## config.mk

```make
export PLATFORM = sky130hd
export DESIGN_NAME = muldiv_ctrl
export DESIGN_NICKNAME = d
export VERILOG_FILES = /design/src/rtl/muldiv_ctrl_pkg.sv /design/src/rtl/muldiv_ctrl.sv
export SDC_FILE = /design/constraint.sdc
export NUM_CORES = 1
export LEC_CHECK = 0
export ABC_AREA = 1
export BUFFER_PORTS_ARGS = -buffer_cell sky130_fd_sc_hd__buf_2
export CORE_ASPECT_RATIO = 0.8
export CORE_MARGIN = 2
export CORE_UTILIZATION = 40
export CTS_CLUSTER_SIZE = 20
export DETAILED_ROUTE_END_ITERATION = 10
export GPL_TIMING_DRIVEN = 1
export SLEW_MARGIN = 30
export SYNTH_ARGS = -nofsm -noshare
export SYNTH_HDL_FRONTEND = slang
export SYNTH_SLANG_ARGS = --single-unit
```

## constraint.sdc

```tcl
create_clock -name clk -period 15.7 [get_ports clk]
set_input_delay 3.14 -clock clk [delete_from_list [all_inputs] [get_ports clk]]
set_output_delay 3.14 -clock clk [all_outputs]
set_load 0.005 [all_outputs]
```

## src/rtl/muldiv_ctrl_pkg.sv

```systemverilog
// Shared codes for the multiply/divide sequencer and the main decoder.
package muldiv_ctrl_pkg;

  localparam logic [3:0] ALU_ADD = 4'b0010;
  localparam logic [3:0] ALU_SUB = 4'b0110;
  localparam logic [3:0] ALU_AND = 4'b0000;

  typedef enum logic [1:0] {
    OP_MULTU = 2'b00,
    OP_DIVU  = 2'b01,
    OP_MTHI  = 2'b10,
    OP_MTLO  = 2'b11
  } op_e;

  typedef enum logic [1:0] {
    IDLE = 2'b00,
    RUN  = 2'b01,
    FIN  = 2'b10
  } state_e;

endpackage

```

## src/rtl/muldiv_ctrl.sv

```systemverilog
// MULTU/DIVU/MTHI/MTLO sequencer owning HI/LO; one shift-add or
// shift-subtract step per cycle through the shared ALU.
module muldiv_ctrl
  import muldiv_ctrl_pkg::*;
#(
  parameter int unsigned XLEN = 32,
  parameter int unsigned ITER = 32
) (
  input  logic            clk,
  input  logic            reset,
  input  logic            Start,
  input  logic [1:0]      Op,
  input  logic [XLEN-1:0] A,
  input  logic [XLEN-1:0] B,
  output logic            Busy,
  output logic            Done,
  output logic [XLEN-1:0] Hi,
  output logic [XLEN-1:0] Lo,
  output logic [3:0]      ALUCtl,
  output logic [XLEN-1:0] ALUA,
  output logic [XLEN-1:0] ALUB,
  output logic [4:0]      ALUShamt,
  input  logic [XLEN-1:0] ALUOut
);

  localparam int unsigned CW = $clog2(ITER);
  localparam logic [CW-1:0] CNT_LAST = CW'(ITER - 1);

  state_e          state;
  op_e             op_q;
  logic [XLEN-1:0] p, q, d;
  logic [CW-1:0]   cnt;
  logic [XLEN-1:0] p_nxt, q_nxt, s;
  logic            carry, qb;

  assign ALUShamt = '0;

  always_comb begin
    ALUCtl = ALU_AND;
    ALUA   = '0;
    ALUB   = '0;
    p_nxt  = p;
    q_nxt  = q;
    s      = '0;
    carry  = 1'b0;
    qb     = 1'b0;
    if (state == RUN) begin
      if (op_q == OP_MULTU) begin
        ALUCtl = ALU_ADD;
        ALUA   = p;
        ALUB   = q[0] ? d : '0;
        carry  = (ALUOut < p);
        p_nxt  = {carry, ALUOut[XLEN-1:1]};
        q_nxt  = {ALUOut[0], q[XLEN-1:1]};
      end else begin
        // Restoring division: the bit shifted out of P forces a subtract.
        s      = {p[XLEN-2:0], q[XLEN-1]};
        ALUCtl = ALU_SUB;
        ALUA   = s;
        ALUB   = d;
        qb     = p[XLEN-1] | (s >= d);
        p_nxt  = qb ? ALUOut : s;
        q_nxt  = {q[XLEN-2:0], qb};
      end
    end
  end

  always_ff @(posedge clk or posedge reset) begin
    if (reset) begin
      state <= IDLE;
      op_q  <= OP_MULTU;
      p     <= '0;
      q     <= '0;
      d     <= '0;
      cnt   <= '0;
      Hi    <= '0;
      Lo    <= '0;
      Busy  <= 1'b0;
      Done  <= 1'b0;
    end else begin
      case (state)
        IDLE: begin
          if (Start) begin
            case (op_e'(Op))
              OP_MTHI: Hi <= A;
              OP_MTLO: Lo <= A;
              OP_MULTU: begin
                op_q  <= OP_MULTU;
                p     <= '0;
                q     <= B;
                d     <= A;
                cnt   <= '0;
                state <= RUN;
                Busy  <= 1'b1;
              end
              default: begin
                op_q <= OP_DIVU;
                Busy <= 1'b1;
                if (B == '0) begin
                  Hi    <= A;
                  Lo    <= '1;
                  state <= FIN;
                  Done  <= 1'b1;
                end else begin
                  p     <= '0;
                  q     <= A;
                  d     <= B;
                  cnt   <= '0;
                  state <= RUN;
                end
              end
            endcase
          end
        end
        RUN: begin
          p   <= p_nxt;
          q   <= q_nxt;
          cnt <= cnt + 1'b1;
          if (cnt == CNT_LAST) begin
            Hi    <= p_nxt;
            Lo    <= q_nxt;
            state <= FIN;
            Done  <= 1'b1;
          end
        end
        default: begin
          state <= IDLE;
          Busy  <= 1'b0;
          Done  <= 1'b0;
        end
      endcase
    end
  end

endmodule

```

After elaboration in Yosys (flattened, before gate mapping)
Cells that the tools add are included.

Add/sub/neg operators: 1. Order comparisons: 2. Equality and inequality tests: 15. Multiplexer cells: 48. Bitwise operators: 3. Reductions and logical operators: 17.

Operators by type and width (count): 2-to-1 mux 32 bit (19); case mux 32 bit (2 select lines) (9); greater-or-equal comparator 32 bit (1); zero test 32 bit (1); < comparator 32 bit (1); case mux 5 bit (2 select lines) (2); != test 2 bit, second input constant (6); case mux 2 bit (2 select lines) (3); AND reduction 4 bit (3); 2-to-1 mux 5 bit (2); AND reduction 5 bit (2); != test 3 x 2 -> 1 bit, second input constant (3); AND reduction 3 bit (3); zero test 2 bit (3); 2-to-1 mux 1 bit (6); 2-to-1 mux 2 bit (3); 2-to-1 mux 3 bit (2); OR reduction 2 bit (3); adder 5 x 1 -> 5 bit, second input constant (1); == test 5 bit, second input constant (1); == test 2 bit, second input constant (2); != test 2 x 1 -> 1 bit, second input constant (2); case mux 1 bit (2 select lines) (2); OR reduction 3 bit (1); 4 further kinds (5).

Register bits: 171. Word-level logic and storage cells: 96.

Longest topological paths before layout
Gate-level depths: netlist of the first run.

Depth in word-level cells: 6. Depth in mapped cells: 20.

Worst setup path after synthesis of the first run
Ideal clock, no wire load.

Path kind: register to output. From: reg state[1]. To: out ALUA[10]. Data arrival time: 1473 ps. Required time: 12560 ps. Path slack: 11087 ps. Cell stages (with the launch flop): 7. Path buffers: 3. Path through: dfrtp_1 > buf_2 > nor2_4 > clkbuf_1 > clkbuf_1 > o21ai_0 > a21oi_1.

Cells in the longest elaborated chain, start to end: 2.

Ends and longest elaborated chain: start: declaration (line muldiv_ctrl.sv:29) `state_e state;`; start signal: assignment (line muldiv_ctrl.sv:70) `state <= IDLE;`; start signal: assignment (line muldiv_ctrl.sv:93) `state <= RUN;`; start signal: assignment (line muldiv_ctrl.sv:102) `state <= FIN;`; == test 2 x 1 -> 1 bit (line muldiv_ctrl.sv:47) `if (state == RUN) begin`; 2-to-1 mux 32 bit (line muldiv_ctrl.sv:47); end: declaration (line muldiv_ctrl.sv:20) `output logic [XLEN-1:0] ALUA,`.

No other way between the ends.

Final worst setup path of the first run
From: reg state[1]. To: out ALUB[18].

Cells in the longest elaborated chain, start to end: 2.

Ends and longest elaborated chain: == test 2 x 1 -> 1 bit (line muldiv_ctrl.sv:47); 2-to-1 mux 32 bit (line muldiv_ctrl.sv:47); end: declaration (line muldiv_ctrl.sv:21) `output logic [XLEN-1:0] ALUB,`.

No other way between the ends.

==> metrics.txt, run 1 <==
clock share of power 0.134; Clock Sinks 170; critical path required time 12.56 ns; Psw between 1.5 and 2 mW; Total Routing Usage GR 0.259; Final Max Slew Viols 0; largest net degree at the start of global routing a little over 100; Final Instance Area roughly 13,000 sq um; complex-gate fraction of the synthesized area 0.197; Setup Buffers After CTS 0; Finished Layout Cells roughly 2,200; fmax approximately 0.16 GHz; CP startpoint kind register; status finished, final reports clean; detailed placer's ending HPWL 28,400 um; top cells by area, synth dfrtp_1, nand2_1, inv_1; via density per instance around 5.3; Leak Pwr 7.32 nW; Sw Share 0.509; total congestion overflow 0; cell internal pwr 1.63 mW; setup violators final 0; Die H approximately 160 um; Avg Inst Size Synth between 6 and 7 sq um; clock root cell clkbuf_16; worst hold slack approximately 0.49 ns; drc violations 0; Syn Std Cell Area ~12,000 sq um; Fin. Hold Viols 0; deepest clock path buffer count 2; Synth Warn # 0; synthesis-stage register bit count 170; Area Overhead vs Synth 16.3%; CTS tree yes; post-CTS resize count 0; final worst-path cycle share 0.394; Post-Route WL approximately 40,000 um; Crit-path slowest cell nor2_4; post-synthesis adder-cell area fraction 0.0746; XOR/XNOR share of the synthesized area 0.000757; worst-skew pair later-pin latency ~0.45 ns; relative slew slack 0.344; PwrDens around 250 nW/um^2; Post-synth top cells nand2_1, inv_1, nor2_1; max cap viols 0; Clock Pin Slew Worst Setup and Hold Paths ~0.07 ns; Post-synth top flop dfrtp_1; DRT iter0 DRCs a little over 900; hold_buf cts 0; Min-Delay Path Class reg2reg; Post-Synth Simple-Gate Area 0.240; Port Buffers 232; area leader, netlist dfrtp_1; Mapped Cells approximately 1,700; minimum clock period 6.19 ns; CP endpoint kind output pin; 1st-pass router iterations 5; critical path peak fanout 100; WL/cell about 18 um; sequential fraction of the synthesis area 0.367; Post-synth ARST share 1.00; initial antenna violation count 1; Worst Tran Pin Value slightly below 1 ns; Final ANT Viol Nets 0; clk_skew approximately 0.016 ns; Comb power frac 0.617; Ports 240; crit-path cells nor2_4 > inv_4 > buf_4 > nor3_1 > buf_2; dpl cells around 2,200; Reg power frac 0.249; worst vdd ir around 0.12 mV; cts bufs inserted 17; number of nets in the layout 2,004; crit path kind reg2out; num rows 55; data arrival time of the critical path approximately 3.1 ns; Post-synth EDFFs 0; Die Wd 194 um; initial core utilization 0.408; setup TNS 0 ns; Die Area 30,300 sq um; Unique masters post-synth 39; first-pass GRT wire length just over 60,000 um; largest family of logic cells by synthesized area simple AND/OR/NAND/NOR gates; H-tree levels 4; layout cells sized above 1 0.164; unrepaired setup endpoints after global routing no; RePlAce Congestion approximately 0.86; vias in the first global route approximately 11,000; via count roughly 12,000; dominant cell by count in the synthesized netlist nand2_1; top cell type's share of synthesized area 0.367; Crit path largest cell delay approximately 0.64 ns; core area 28,400 sq um; mux share of post-synthesis cell area 0; Post-DP Area roughly 13,000 sq um
worst paths after layout:
check                               from       end  slack, ns  depth (start not counted)
worst min register to register    Lo[15]    Lo[15]       0.49                          2
max in group asynchronous          reset   op_q[0]      10.86                          4
min in group asynchronous          reset     p[23]       2.74                          2
worst min-delay path              Lo[15]    Lo[15]       0.49                          2
worst max register to register  state[1]    Hi[18]      11.91                         11
worst max-delay path            state[1]  ALUB[18]       9.51                          5
power groups by stage:
stage | combinational [mW] | sequential [mW] | clock (mW)
2_1_floorplan | 1.41 | 0.796 | 0
3_3_place_gp | 1.98 | 0.827 | 0
3_5_place_dp | 2.03 | 0.831 | 0
4_1_cts | 2.05 | 0.825 | 0.450
5_1_grt | 2.33 | 0.852 | 0.465
6_report | 2.05 | 0.827 | 0.445
logic make-up (layout without fill, tap and decap cells):
logic type	Yosys count	after routing
DFF	170	170
buffers and inverters	345	514
xor gates and xnor gates	1	1
adders and majority gates	69	69
and+or+nand+nor	691	691
other	1	8
AOI/OAI and AO/OA	393	393
critical path: cells and delay by family, from the launching register on:
kind / cells / cell delay, ns
buf+inv: 3 / 1.12
flops: 1 / 0.48
simple gates: 2 / 0.91
routing by layer:
| layer | wire length [um] | track usage | part of all wire |
|---|---|---|---|
| met4 | 617 | 0.0664 | 0.015 |
| met5 | 0 | 0 | 0 |
| met2 | 18000 | 0.410 | 0.45 |
| met3 | 2990 | 0.0502 | 0.075 |
| met1 | 18200 | 0.364 | 0.46 |
final cells by class:
| class | instances | area [sq um] |
|---|---|---|
| fillers | 3015 | 14900 |
| multi-input cells | 1161 | 5970 |
| flip-flops and latches | 170 | 4260 |
| repair buffers | 245 | 1280 |
| inverters | 239 | 908 |
| clock buffers | 22 | 464 |
| well taps | 370 | 463 |
| clock inverters | 8 | 120 |
| diodes | 1 | 2.50 |
through the flow:
step            util  worst slack [ns]  power [mW]
2_1_floorplan      -              7.96        2.21
3_3_place_gp   0.453              9.90        2.80
3_5_place_dp   0.454              9.92        2.86
4_1_cts        0.475              9.53        3.32
5_1_grt        0.475              9.27        3.64
6_report       0.475              9.51        3.32
sequential cells by signal, summed over array words and instances (netlist names):
| register | count |
|---|---|
| Busy | 1 |
| Done | 1 |
| Hi | 32 |
| Lo | 32 |
| cnt | 5 |
| d | 32 |
| op_q | 1 |
| p | 32 |
| q | 32 |
| state | 2 |
layout by cell type, fill, tap and decap left out, types with 4 or more instances in the layout:
| cell type | netlist | final |
|---|---|---|
| ha_1 | 69 | 68 |
| a21oi_1 | 89 | 89 |
| conb_1 | 1 | 7 |
| nor3_1 | 37 | 37 |
| nor4_1 | 9 | 9 |
| nand4_1 | 16 | 16 |
| o21ai_1 | 45 | 45 |
| o21ai_0 | 139 | 139 |
| dfrtp_1 | 170 | 169 |
| a31oi_2 | 7 | 7 |
| buf_2 | 17 | 232 |
| buf_4 | 8 | 12 |
| clkbuf_16 | 0 | 17 |
| inv_1 | 232 | 229 |
| a31oi_1 | 24 | 24 |
| inv_2 | 6 | 6 |
| o211ai_1 | 66 | 66 |
| nor2_1 | 178 | 177 |
| nand2_1 | 422 | 421 |
| clkinv_2 | 0 | 4 |
| a21boi_1 | 12 | 12 |
| nand3_1 | 19 | 19 |
Power figures use the tool's default switching activity.
==> inputs of run 2 (changes only) <==
ABC_AREA = 0   (was 1)
clock period = 5 ns   (was 15.7 ns; I/O delays follow)
==> run 2 against run 1 <==
Flip-flop and latch count unchanged. Sequential share of layout area about the same. First-iteration DRC count down 21%. Hold slack worse by 0.011 ns. Largest power group unchanged.
==> metrics.txt, run 2 <==
commonest non-fill, non-tap cell in the layout buf_2; fillers 2,830 (-6.1%); Port Buffers 232 (unchanged); Min-Delay Path Class reg2reg; Post-Route WL 38,100 um (-4.5%); Most Used Layer, Global Route met1; first-pass GRT wire length 58,600 um (-4.5%); relative slew slack 0.483 (+0.138); Total Routing Usage GR 0.251 (-0.00840); M3 GR Usage 0.0590 (+0.00881); grt met2 use 0.341 (-0.0693); drc violations 0 (unchanged); area leader, netlist dfrtp_1; minimum clock period ~3.5 ns; crit-path most repeated cell buf_4; dominant cell by count in the synthesized netlist o21ai_0; total congestion overflow 0 (unchanged); CTS tree yes; dpl cells 1,848 (-15%); worst hold slack 0.475 ns (-0.0112 ns); status finished, final reports clean; Unique masters post-synth 48 (+23%); data arrival time of the critical path 3.81 ns (+0.76 ns); r2r setup slk 1.72 ns (-10.19 ns); PnR Total Power 9.05 mW (+170%); Area Overhead vs Synth 17.6%; DRT iter0 DRCs 724 (-21%); WL/cell 20.2 um (+13%); Leak Pwr 6.40 nW (-13%); via density per instance 5.55 (+4.8%); RePlAce Congestion 0.895 (+4.4%); Clock Pin Slew Worst Setup and Hold Paths 0.08 ns (about the same); cts bufs inserted 17 (unchanged); Crit path largest cell delay 0.52 ns (-0.12 ns); 1st-pass router iterations 5 (unchanged); CP Buf/Inv Count 3 (unchanged); post-CTS resize count 0 (unchanged); hold_buf cts 0 (unchanged); Final ANT Viol Nets 0 (unchanged); top cells by area, synth dfrtp_1, mux2i_1, o21ai_0; storage element area 4260 sq um (about the same); Post-synth top cells o21ai_0, nand2_1, dfrtp_1; setup TNS 0 ns (unchanged); Die Area 30,100 sq um (-0.90%); worst vdd ir 0.410 mV (+230%); Mapped Cells 1,326 (-21%); CP endpoint kind register; Post-synth top flop dfrtp_1; Crit-path slowest cell nor4_1; deepest clock path buffer count 2 (unchanged); Core Util, Final 0.478 (+0.00307); final worst-path cycle share 0.700; largest net degree at the start of global routing 120 (+19%); setup violators final 0 (unchanged); Die Wd 193 um (-0.45%); clk_skew 0.0198 ns (+0.00418 ns); initial core utilization 0.407 (-0.00178); Final Max Slew Viols 0 (unchanged); worst-skew pair later-pin latency 0.45 ns (about the same); XOR/XNOR share of the synthesized area 0.00153 (+0.000771); num rows 55 (unchanged); Synth Warn # 0 (unchanged); sequential fraction of the synthesis area 0.371 (+0.00341); max cap viols 0 (unchanged); Syn Std Cell Area 11,500 sq um (-0.92%); complex-gate fraction of the synthesized area 0.187 (-0.00985); critical path peak fanout 38 (-62%); Fin. Hold Viols 0 (unchanged); unrepaired setup endpoints after global routing no; Finished Layout Cells 1,880 (-15%); Clock Sinks 170 (unchanged); GR Layer Usage met1 0.389 (+0.0252); fmax 0.286 GHz; Post-synth ARST share 1.00 (unchanged); detailed placer's ending HPWL 28,200 um (-0.73%); Post-Synth Simple-Gate Area 0.163 (-0.0774); Setup Buffers After CTS 0 (unchanged); synthesis-stage register bit count 170 (unchanged); layout cells sized above 1 0.231 (+0.0671); H-tree levels 4 (unchanged); CP startpoint kind input pin; crit path kind in2reg; top cell type's share of synthesized area 0.371 (+0.00341); Post-synth EDFFs 0 (unchanged); Worst Tran Pin Value 0.776 ns (-0.207 ns); Multi-input gate area 6570 sq um (+10%); Ports 240 (unchanged); Die H 155 um (-0.45%); initial antenna violation count 3 (+2); post-synthesis adder-cell area fraction 0.0753 (+0.000692); Avg Inst Size Synth 8.65 sq um (+25%); clock root cell clkbuf_16; crit-path cells buf_2 > nor4_1 > nand4_1 > nor2_1 > o211ai_1 > buf_4 > a21o_2 > buf_4 > a21oi_1 > o31ai_2; vias in the first global route 9,850 (-8.4%); PwrDens 671 nW/um^2 (+170%); most frequent cells in the layout buf_2, o21ai_0, nand2_1; mux share of post-synthesis cell area 0.141 (+0.141); core area 28,200 sq um (-0.49%); via count 10,400 (-11%); critical path required time 5.31 ns (-7.25 ns); largest family of logic cells by synthesized area compound AO/OA/AOI/OAI gates; number of nets in the layout 1,667 (-17%); critical path's top delay family simple AND/OR/NAND/NOR gates
run 2: changes by cell type after synthesis, sizes merged, moves of 47 or more:
cell,change
o21ai,+47
inv,-169
mux2i,+127
nand2,-215
nor2,-135
o211ai,-63
run 2: final timing paths:
kind                       startpoint  endpoint  cells past startpoint
setup reg to reg                q[31]      p[5]                     10
setup / recovery                B[17]     Hi[3]                     10
max in group asynchronous       reset    Hi[30]                      3
hold / removal                 Lo[10]    Lo[10]                      2
min in group asynchronous       reset    Lo[26]                      2
hold reg to reg                Lo[10]    Lo[10]                      2
run 2: report_power, final:
| group | leakage, nW | switching (mW) | total, mW | internal, mW |
|---|---|---|---|---|
| sequential | 2.08 | 0.741 | 2.82 | 2.08 |
| clock | 0.296 | 0.642 | 1.40 | 0.758 |
| combinational | 4.02 | 2.81 | 4.83 | 2.02 |
| total | 6.40 | 4.19 | 9.05 | 4.86 |
run 2: kinds of logic (layout without fill, tap and decap cells):
kind of cell / Yosys count / count (layout)
compound gates: 359 / 359
xor+xnor: 2 / 2
fa+ha+maj: 69 / 69
buf+inv: 172 / 349
flops: 170 / 170
mux: 158 / 158
other cells: 1 / 8
simple gates: 395 / 395
run 2: worst register-to-register path, stage by stage, from the launching register on:
cell	delay, ns
dfrtp_1	0.42
inv_1	0.18
ha_1	0.25
nand2b_1	0.14
a2111o_1	0.41
a311oi_1	0.27
o21ai_1	0.19
a31oi_4	0.21
buf_4	0.56
mux2i_1	0.37
o21ai_0	0.16
run 2: per-layer routing:
metal | wire length [um] | up-vias
met1 | 19200 | 5059
met2 | 15500 | 326
met4 | 743 | 2
met5 | 11 | -
li1 | - | 4998
met3 | 2560 | 50
run 2: final cells by class:
cell class / instances / share of cell area
multi-input cells: 990 / 0.487
well taps: 370 / 0.0343
repair buffers: 248 / 0.0978
clock buffers: 17 / 0.0315
clock inverters: 14 / 0.0135
inverters: 70 / 0.0198
flip-flops and latches: 170 / 0.316
diodes: 1 / 0.000186
run 2: per-stage QoR:
step	area, sq um	setup slack [ns]
after floorplan	11500	1.83
after global routing	13500	1.35
after CTS	13500	1.53
after global placement	12900	1.15
final	13500	1.50
after detailed placement	12900	1.13
